File: config.mk
export PLATFORM = sky130hd
export DESIGN_NAME = grid_pixel_gen
export DESIGN_NICKNAME = d
export VERILOG_FILES = /design/src/rtl/display_pkg.sv /design/src/rtl/cursor_blink.sv /design/src/rtl/grid_pixel_gen.sv
export SDC_FILE = /design/constraint.sdc
export NUM_CORES = 1
export LEC_CHECK = 0
export BUFFER_PORTS_ARGS = -buffer_cell sky130_fd_sc_hd__buf_2
export CAP_MARGIN = 20
export CORE_MARGIN = 10
export CORE_UTILIZATION = 50
export DETAILED_ROUTE_END_ITERATION = 10
export PLACE_DENSITY = 0.86
export SYNTH_ARGS = -nofsm -noshare
export SYNTH_HDL_FRONTEND = slang
export SYNTH_SLANG_ARGS = --single-unit
File: constraint.sdc
create_clock -name clk -period 1.9 [get_ports clk]
set_input_delay 0.38 -clock clk [delete_from_list [all_inputs] [get_ports clk]]
set_output_delay 0.38 -clock clk [all_outputs]
set_load 0.005 [all_outputs]
File: src/rtl/display_pkg.sv
// Shared display encodings: cursor styles, blink states and default RGB444 colours.
// Also a small helper that sizes the blink frame counter.
package display_pkg;

   typedef enum logic [1:0] {
      MODE_BLOCK     = 2'd0,
      MODE_INVERSE   = 2'd1,
      MODE_UNDERLINE = 2'd2,
      MODE_STEADY    = 2'd3
   } cursor_mode_e;

   typedef enum logic {
      CUR_ON  = 1'b0,
      CUR_OFF = 1'b1
   } blink_state_e;

   localparam logic [11:0] DEF_GRID_ON  = 12'hccc;
   localparam logic [11:0] DEF_GRID_OFF = 12'h333;
   localparam logic [11:0] DEF_TEXT_FG  = 12'hfff;
   localparam logic [11:0] DEF_TEXT_BG  = 12'h000;

   // A single-frame half-period still needs a 1-bit counter.
   function automatic int cnt_width(input int frames);
      return (frames > 1) ? $clog2(frames) : 1;
   endfunction

endpackage

File: src/rtl/cursor_blink.sv
// Frame-counted cursor blink FSM. cur_on is the FSM state itself (1 while CUR_ON),
// so it doubles as the observable state of this block.
module cursor_blink
   import display_pkg::*;
#(
   parameter int CUR_W        = 5,
   parameter int BLINK_FRAMES = 30
) (
   input  logic             clk,
   input  logic             rst_n,
   input  logic             valid,
   input  logic [9:0]       h_cnt,
   input  logic [9:0]       v_cnt,
   input  logic             editing,
   input  logic [CUR_W-1:0] writing_x,
   input  logic [CUR_W-1:0] writing_y,
   output logic             cur_on
);

   localparam int CNT_W = cnt_width(BLINK_FRAMES);
   localparam logic [CNT_W-1:0] CNT_LAST = CNT_W'(BLINK_FRAMES - 1);

   blink_state_e     state_q, state_d;
   logic [CNT_W-1:0] cnt_q, cnt_d;
   logic [CUR_W-1:0] prev_x_q, prev_y_q;
   logic             tick;
   logic             restart;

   assign tick    = valid && (h_cnt == 10'd0) && (v_cnt == 10'd0);
   assign restart = !editing || (writing_x != prev_x_q) || (writing_y != prev_y_q);

   always_ff @(posedge clk or negedge rst_n) begin
      if (!rst_n) begin
         state_q  <= CUR_ON;
         cnt_q    <= '0;
         prev_x_q <= '0;
         prev_y_q <= '0;
      end else begin
         state_q  <= state_d;
         cnt_q    <= cnt_d;
         prev_x_q <= writing_x;
         prev_y_q <= writing_y;
      end
   end

   // A restart wins over a frame tick landing in the same cycle.
   always_comb begin
      state_d = state_q;
      cnt_d   = cnt_q;
      if (restart) begin
         state_d = CUR_ON;
         cnt_d   = '0;
      end else if (tick) begin
         if (cnt_q == CNT_LAST) begin
            cnt_d = '0;
            case (state_q)
               CUR_ON:  state_d = CUR_OFF;
               CUR_OFF: state_d = CUR_ON;
               default: state_d = CUR_ON;
            endcase
         end else begin
            cnt_d = cnt_q + CNT_W'(1);
         end
      end
   end

   assign cur_on = (state_q == CUR_ON);

endmodule

File: src/rtl/grid_pixel_gen.sv
// Registered text-grid pixel generator: mouse overlay, grid lines, blinking cursor and glyphs.
// Two register stages: S1 captures inputs and derived flags, S2 registers the priority mux.
module grid_pixel_gen
   import display_pkg::*;
#(
   parameter int                 CELL_LOG2    = 5,
   parameter int                 COLOR_W      = 12,
   parameter logic [COLOR_W-1:0] GRID_ON      = COLOR_W'(DEF_GRID_ON),
   parameter logic [COLOR_W-1:0] GRID_OFF     = COLOR_W'(DEF_GRID_OFF),
   parameter logic [COLOR_W-1:0] TEXT_FG      = COLOR_W'(DEF_TEXT_FG),
   parameter logic [COLOR_W-1:0] TEXT_BG      = COLOR_W'(DEF_TEXT_BG),
   parameter int                 BLINK_FRAMES = 30,
   parameter int                 CUR_W        = 10 - CELL_LOG2
) (
   input  logic               clk,
   input  logic               rst_n,
   input  logic               valid,
   input  logic [9:0]         h_cnt,
   input  logic [9:0]         v_cnt,
   input  logic               enable_mouse_display,
   input  logic [COLOR_W-1:0] mouse_pixel,
   input  logic               enable_word_display,
   input  logic               word_pixel,
   input  logic               mem_pixel,
   input  logic               editing,
   input  logic [CUR_W-1:0]   writing_x,
   input  logic [CUR_W-1:0]   writing_y,
   input  logic [1:0]         cursor_mode,
   output logic [COLOR_W-1:0] pixel,
   output logic               pixel_valid
);

   localparam logic [CELL_LOG2-1:0] LO_MAX = {CELL_LOG2{1'b1}};

   logic                 cur_on;
   logic [CELL_LOG2-1:0] h_lo, v_lo;
   logic                 border_d, in_cur_d, ul_row_d;

   logic                 valid_s1, mouse_en_s1, mem_s1, word_s1, wen_s1;
   logic                 border_s1, in_cur_s1, ul_row_s1, cur_on_s1;
   logic [COLOR_W-1:0]   mouse_px_s1;
   logic [1:0]           mode_s1;

   logic                 cur_vis;
   logic [COLOR_W-1:0]   pix_d;

   cursor_blink #(
      .CUR_W       (CUR_W),
      .BLINK_FRAMES(BLINK_FRAMES)
   ) u_blink (
      .clk      (clk),
      .rst_n    (rst_n),
      .valid    (valid),
      .h_cnt    (h_cnt),
      .v_cnt    (v_cnt),
      .editing  (editing),
      .writing_x(writing_x),
      .writing_y(writing_y),
      .cur_on   (cur_on)
   );

   assign h_lo = h_cnt[CELL_LOG2-1:0];
   assign v_lo = v_cnt[CELL_LOG2-1:0];

   assign border_d = (h_lo == '0) || (h_lo == LO_MAX) || (v_lo == '0) || (v_lo == LO_MAX);
   assign in_cur_d = editing && (h_cnt[9:CELL_LOG2] == writing_x) && (v_cnt[9:CELL_LOG2] == writing_y);
   // Underline occupies the two rows just above the bottom grid line.
   assign ul_row_d = (v_lo == LO_MAX - CELL_LOG2'(1)) || (v_lo == LO_MAX - CELL_LOG2'(2));

   always_ff @(posedge clk or negedge rst_n) begin
      if (!rst_n) begin
         valid_s1    <= 1'b0;
         mouse_en_s1 <= 1'b0;
         mouse_px_s1 <= '0;
         mem_s1      <= 1'b0;
         word_s1     <= 1'b0;
         wen_s1      <= 1'b0;
         mode_s1     <= 2'd0;
         border_s1   <= 1'b0;
         in_cur_s1   <= 1'b0;
         ul_row_s1   <= 1'b0;
         cur_on_s1   <= 1'b0;
      end else begin
         valid_s1    <= valid;
         mouse_en_s1 <= enable_mouse_display;
         mouse_px_s1 <= mouse_pixel;
         mem_s1      <= mem_pixel;
         word_s1     <= word_pixel;
         wen_s1      <= enable_word_display;
         mode_s1     <= cursor_mode;
         border_s1   <= border_d;
         in_cur_s1   <= in_cur_d;
         ul_row_s1   <= ul_row_d;
         cur_on_s1   <= cur_on;
      end
   end

   assign cur_vis = cur_on_s1 || (cursor_mode_e'(mode_s1) == MODE_STEADY);

   // A hidden cursor cell drops through to the text / blank rules.
   always_comb begin
      pix_d = TEXT_BG;
      if (!valid_s1) begin
         pix_d = '0;
      end else if (mouse_en_s1) begin
         pix_d = mouse_px_s1;
      end else if (border_s1) begin
         pix_d = mem_s1 ? GRID_ON : GRID_OFF;
      end else if (in_cur_s1 && cur_vis) begin
         case (cursor_mode_e'(mode_s1))
            MODE_BLOCK, MODE_STEADY: pix_d = mem_s1 ? TEXT_FG : TEXT_BG;
            MODE_INVERSE:            pix_d = mem_s1 ? TEXT_BG : TEXT_FG;
            MODE_UNDERLINE: begin
               if (ul_row_s1)                pix_d = TEXT_FG;
               else if (wen_s1 && word_s1)   pix_d = TEXT_FG;
               else                          pix_d = TEXT_BG;
            end
            default:                 pix_d = TEXT_BG;
         endcase
      end else if (wen_s1) begin
         pix_d = word_s1 ? TEXT_FG : TEXT_BG;
      end
   end

   always_ff @(posedge clk or negedge rst_n) begin
      if (!rst_n) begin
         pixel       <= '0;
         pixel_valid <= 1'b0;
      end else begin
         pixel       <= pix_d;
         pixel_valid <= valid_s1;
      end
   end

endmodule

==> flow_summary.ini <==
[outcome]
status = complete, but fails checks
violations = setup timing

[worst_setup_path]
critPathLaunchType = input pin
arrival_ps = 2250
path_cells = buf_6 -> or4_4 -> or4_4 -> or4_4 -> a21oi_2
timing.critical_path.mode_cell = or4_4
cp_max_fo = 5
required_ps = 2140
cpPeakStageDelay_ps = 550
slowest_stage = or4_4
crit_type = in -> reg
end_kind = flip-flop

[routing]
vias = 1621
viasPerCell = 5.332
drtAntennaViolNets = 0
drc = 0
wl_per_cell_um = 16.10
drt-total-wl_um = 4894
first_iter_violations = 52
dr.pass1.iters = 4

[timing]
worstMarginPinSlew_ps = 405.2
min_period_ps = 2004
finalWorstSetupSlack_ps = -104.0
fin_tns_setup_ps = -281.0
fin_crit_sh_pct = 105.5
slew_viol_final = 0
setup_viol_count_final = 4
grt_setup_unrepaired = true
finClkSkew_ps = 7.342
hold_viol = 0
relSlewSlack_pct = 72.98
max_freq_ghz = 0.4990

[synthesis]
synth-simple-area-share_pct = 13.31
ys_ff_latch = 52
synth_cells = 178
avgSynthCellArea_um2 = 12.04
yosysSeqAreaShare_pct = 60.71
synth_compound_area_share_pct = 10.97
yosys_warnings = 0
yosysTopAreaCell = dfrtp_1
syn_nets = 235
synth_area_leaders = dfrtp_1 (61%), xnor2_1 (8.2%), a21oi_1 (4.9%)
synth-edff-count = 0
synth_top_family_by_area = simple AND/OR/NAND/NOR gates
synthArstFlopShare_pct = 100.0
post_synth_mux_area_share_pct = 0
synth_xor_area_share_pct = 8.581
synth_top_area_share_pct = 60.71
synth_fa_ha_area_share_pct = 2.919
syn_area_um2 = 2143
synth_cell_type_count = 38
ys.flop_type = dfrtp_1

[final_layout]
drive_above_1_share_pct = 35.04
nets = 310
final_common_cell = buf_2
layout_common_cells = buf_2 (62), dfrtp_1 (52), xnor2_1 (20), a21oi_1 (18), inv_1 (14)
final_cells = 304
antenna_cells = 0
area_delta_synth_final_pct = 27.96
utilization_pct = 67.12

[placed_design]
routabilityCongestion = 0.7716
dp_cells = 292
port_buffers = 64
hpwl_um = 3663

[clock_tree]
tritoncts = yes
clkLatencyLatePin_ps = 310
clkTransAtPathRegs_ps = 90
cts.root.buffer_cell = clkbuf_8
cts_made_buffers = 5
cts_max_level = 2
clock-sinks = 52
clk_path_buf_depth = 2

[pwr]
net-switching-power_w = 0.0004921
clkPwrFrac_pct = 36.0
peakVddDrop_mv = 0.4325
swShare_pct = 22.40
power_density_nw_per_um2 = 800.9
leakagePower_nw = 1.279
p_seq_share_pct = 53.7
p_comb_share_pct = 10.3
p_int_w = 0.001704

[floorplan]
die_area_um2 = 7305
placement_rows = 23
die_h_um = 85.47
core-area_um2 = 4086
ios = 65
dieWidth_um = 85.47
start_util_pct = 52.45

[flow_run]
drv_cap = 0

[global_route]
first_global_vias = 1747
grt_max_degree = 40
grt-ovfl-total = 0
grt_first_pass_wirelength_um = 7948
grt_antenna_before_repair = 0
grt.total_usage_pct = 13.37

[worst_hold_path]
hold_path_class = in -> reg
what timing repair did:
item                                   CTS  global route
endpoints found under the hold margin   13             0
cloned                                   1             0
hold buffers                             1             0
buffers inserted                         1             1
gates resized for setup                  4             6
setup endpoints to repair                5             6
pin swaps                                6             6
path summary, 6_finish.rpt:
check,from,end,slack [ps],cells after the start
min,cursor_mode[0],mode_s1[0],170,1
min reg2reg,valid_s1,pixel_valid,460,0
max reg2reg,u_blink.cnt_q[0],u_blink.cnt_q[0],280,4
min in group asynchronous,rst_n,u_blink.cnt_q[0],490,2
max in group asynchronous,rst_n,mouse_px_s1[2],900,3
max,v_cnt[4],u_blink.state_q,-100,5
worst max-delay path: cells and delay by family:
family	cells	cell delay, ps
AND/OR/NAND/NOR	3	1630
AO/OA/AOI/OAI	1	140
buffers and inverters	1	100
power groups by stage:
stage | Clock [W] | Combinational, W | Sequential, W
final | 0.000790 | 0.000227 | 0.00118
after global routing | 0.000851 | 0.000255 | 0.00119
after CTS | 0.000807 | 0.000228 | 0.00118
after detailed placement | 0 | 0.000223 | 0.00120
after global placement | 0 | 0.000214 | 0.00120
after floorplan | 0 | 0.0000899 | 0.00120
area by class of cell:
class / instances / area [um2]
timing repair buffer: 71 / 400.4
inverter: 14 / 52.55
clock buffer: 6 / 82.58
multi-input combinational: 109 / 804.5
sequential: 52 / 1301
clock inverter: 2 / 38.79
tap: 50 / 62.56
fill: 304 / 1344
cell usage after synthesis (all sizes together) (3+ instances only):
master / count
ha: 5
dfrtp: 52
xnor2: 20
nand3: 7
o21ai: 3
or4: 9
nor2b: 6
nand4: 5
inv: 14
a21oi: 21
o31ai: 4
stage by stage:
stage          total power, W  worst slack [ps]  cell area (um2)  hold slack [ps]
5_1_grt              0.002293            -117.4             2743            156.6
2_1_floorplan        0.001290            -330.5             2143            84.41
6_report             0.002197            -104.0             2743            168.6
3_5_place_dp         0.001426            -450.9             2546            306.8
4_1_cts              0.002217            -86.66             2710            163.0
3_3_place_gp         0.001414            -392.7             2546            300.5
registers in the layout, indices dropped and copies added (netlist names), 2 cells and up:
register / flops
u_blink.prev_y_q: 5
u_blink.prev_x_q: 5
mouse_px_s1: 12
pixel: 12
u_blink.cnt_q: 5
mode_s1: 2
logic make-up after synthesis:
| group | Yosys count |
|---|---|
| AND/OR/NAND/NOR | 44 |
| adder cells (fa/ha/maj) | 5 |
| buffers and inverters | 18 |
| AO/OA/AOI/OAI | 38 |
| XOR/XNOR | 21 |
| flip-flops | 52 |
routing by layer:
| metal | up-vias | part of all wire (%) | GRT usage (%) |
|---|---|---|---|
| li1 | 783 | - | - |
| met1 | 768 | 41 | 15.41 |
| met2 | 57 | 51 | 22.00 |
| met3 | 13 | 6.0 | 4.207 |
| met4 | 0 | 1.9 | 6.287 |
| met5 | - | 0 | 0 |
No activity file was read; power rests on OpenSTA's default activity.
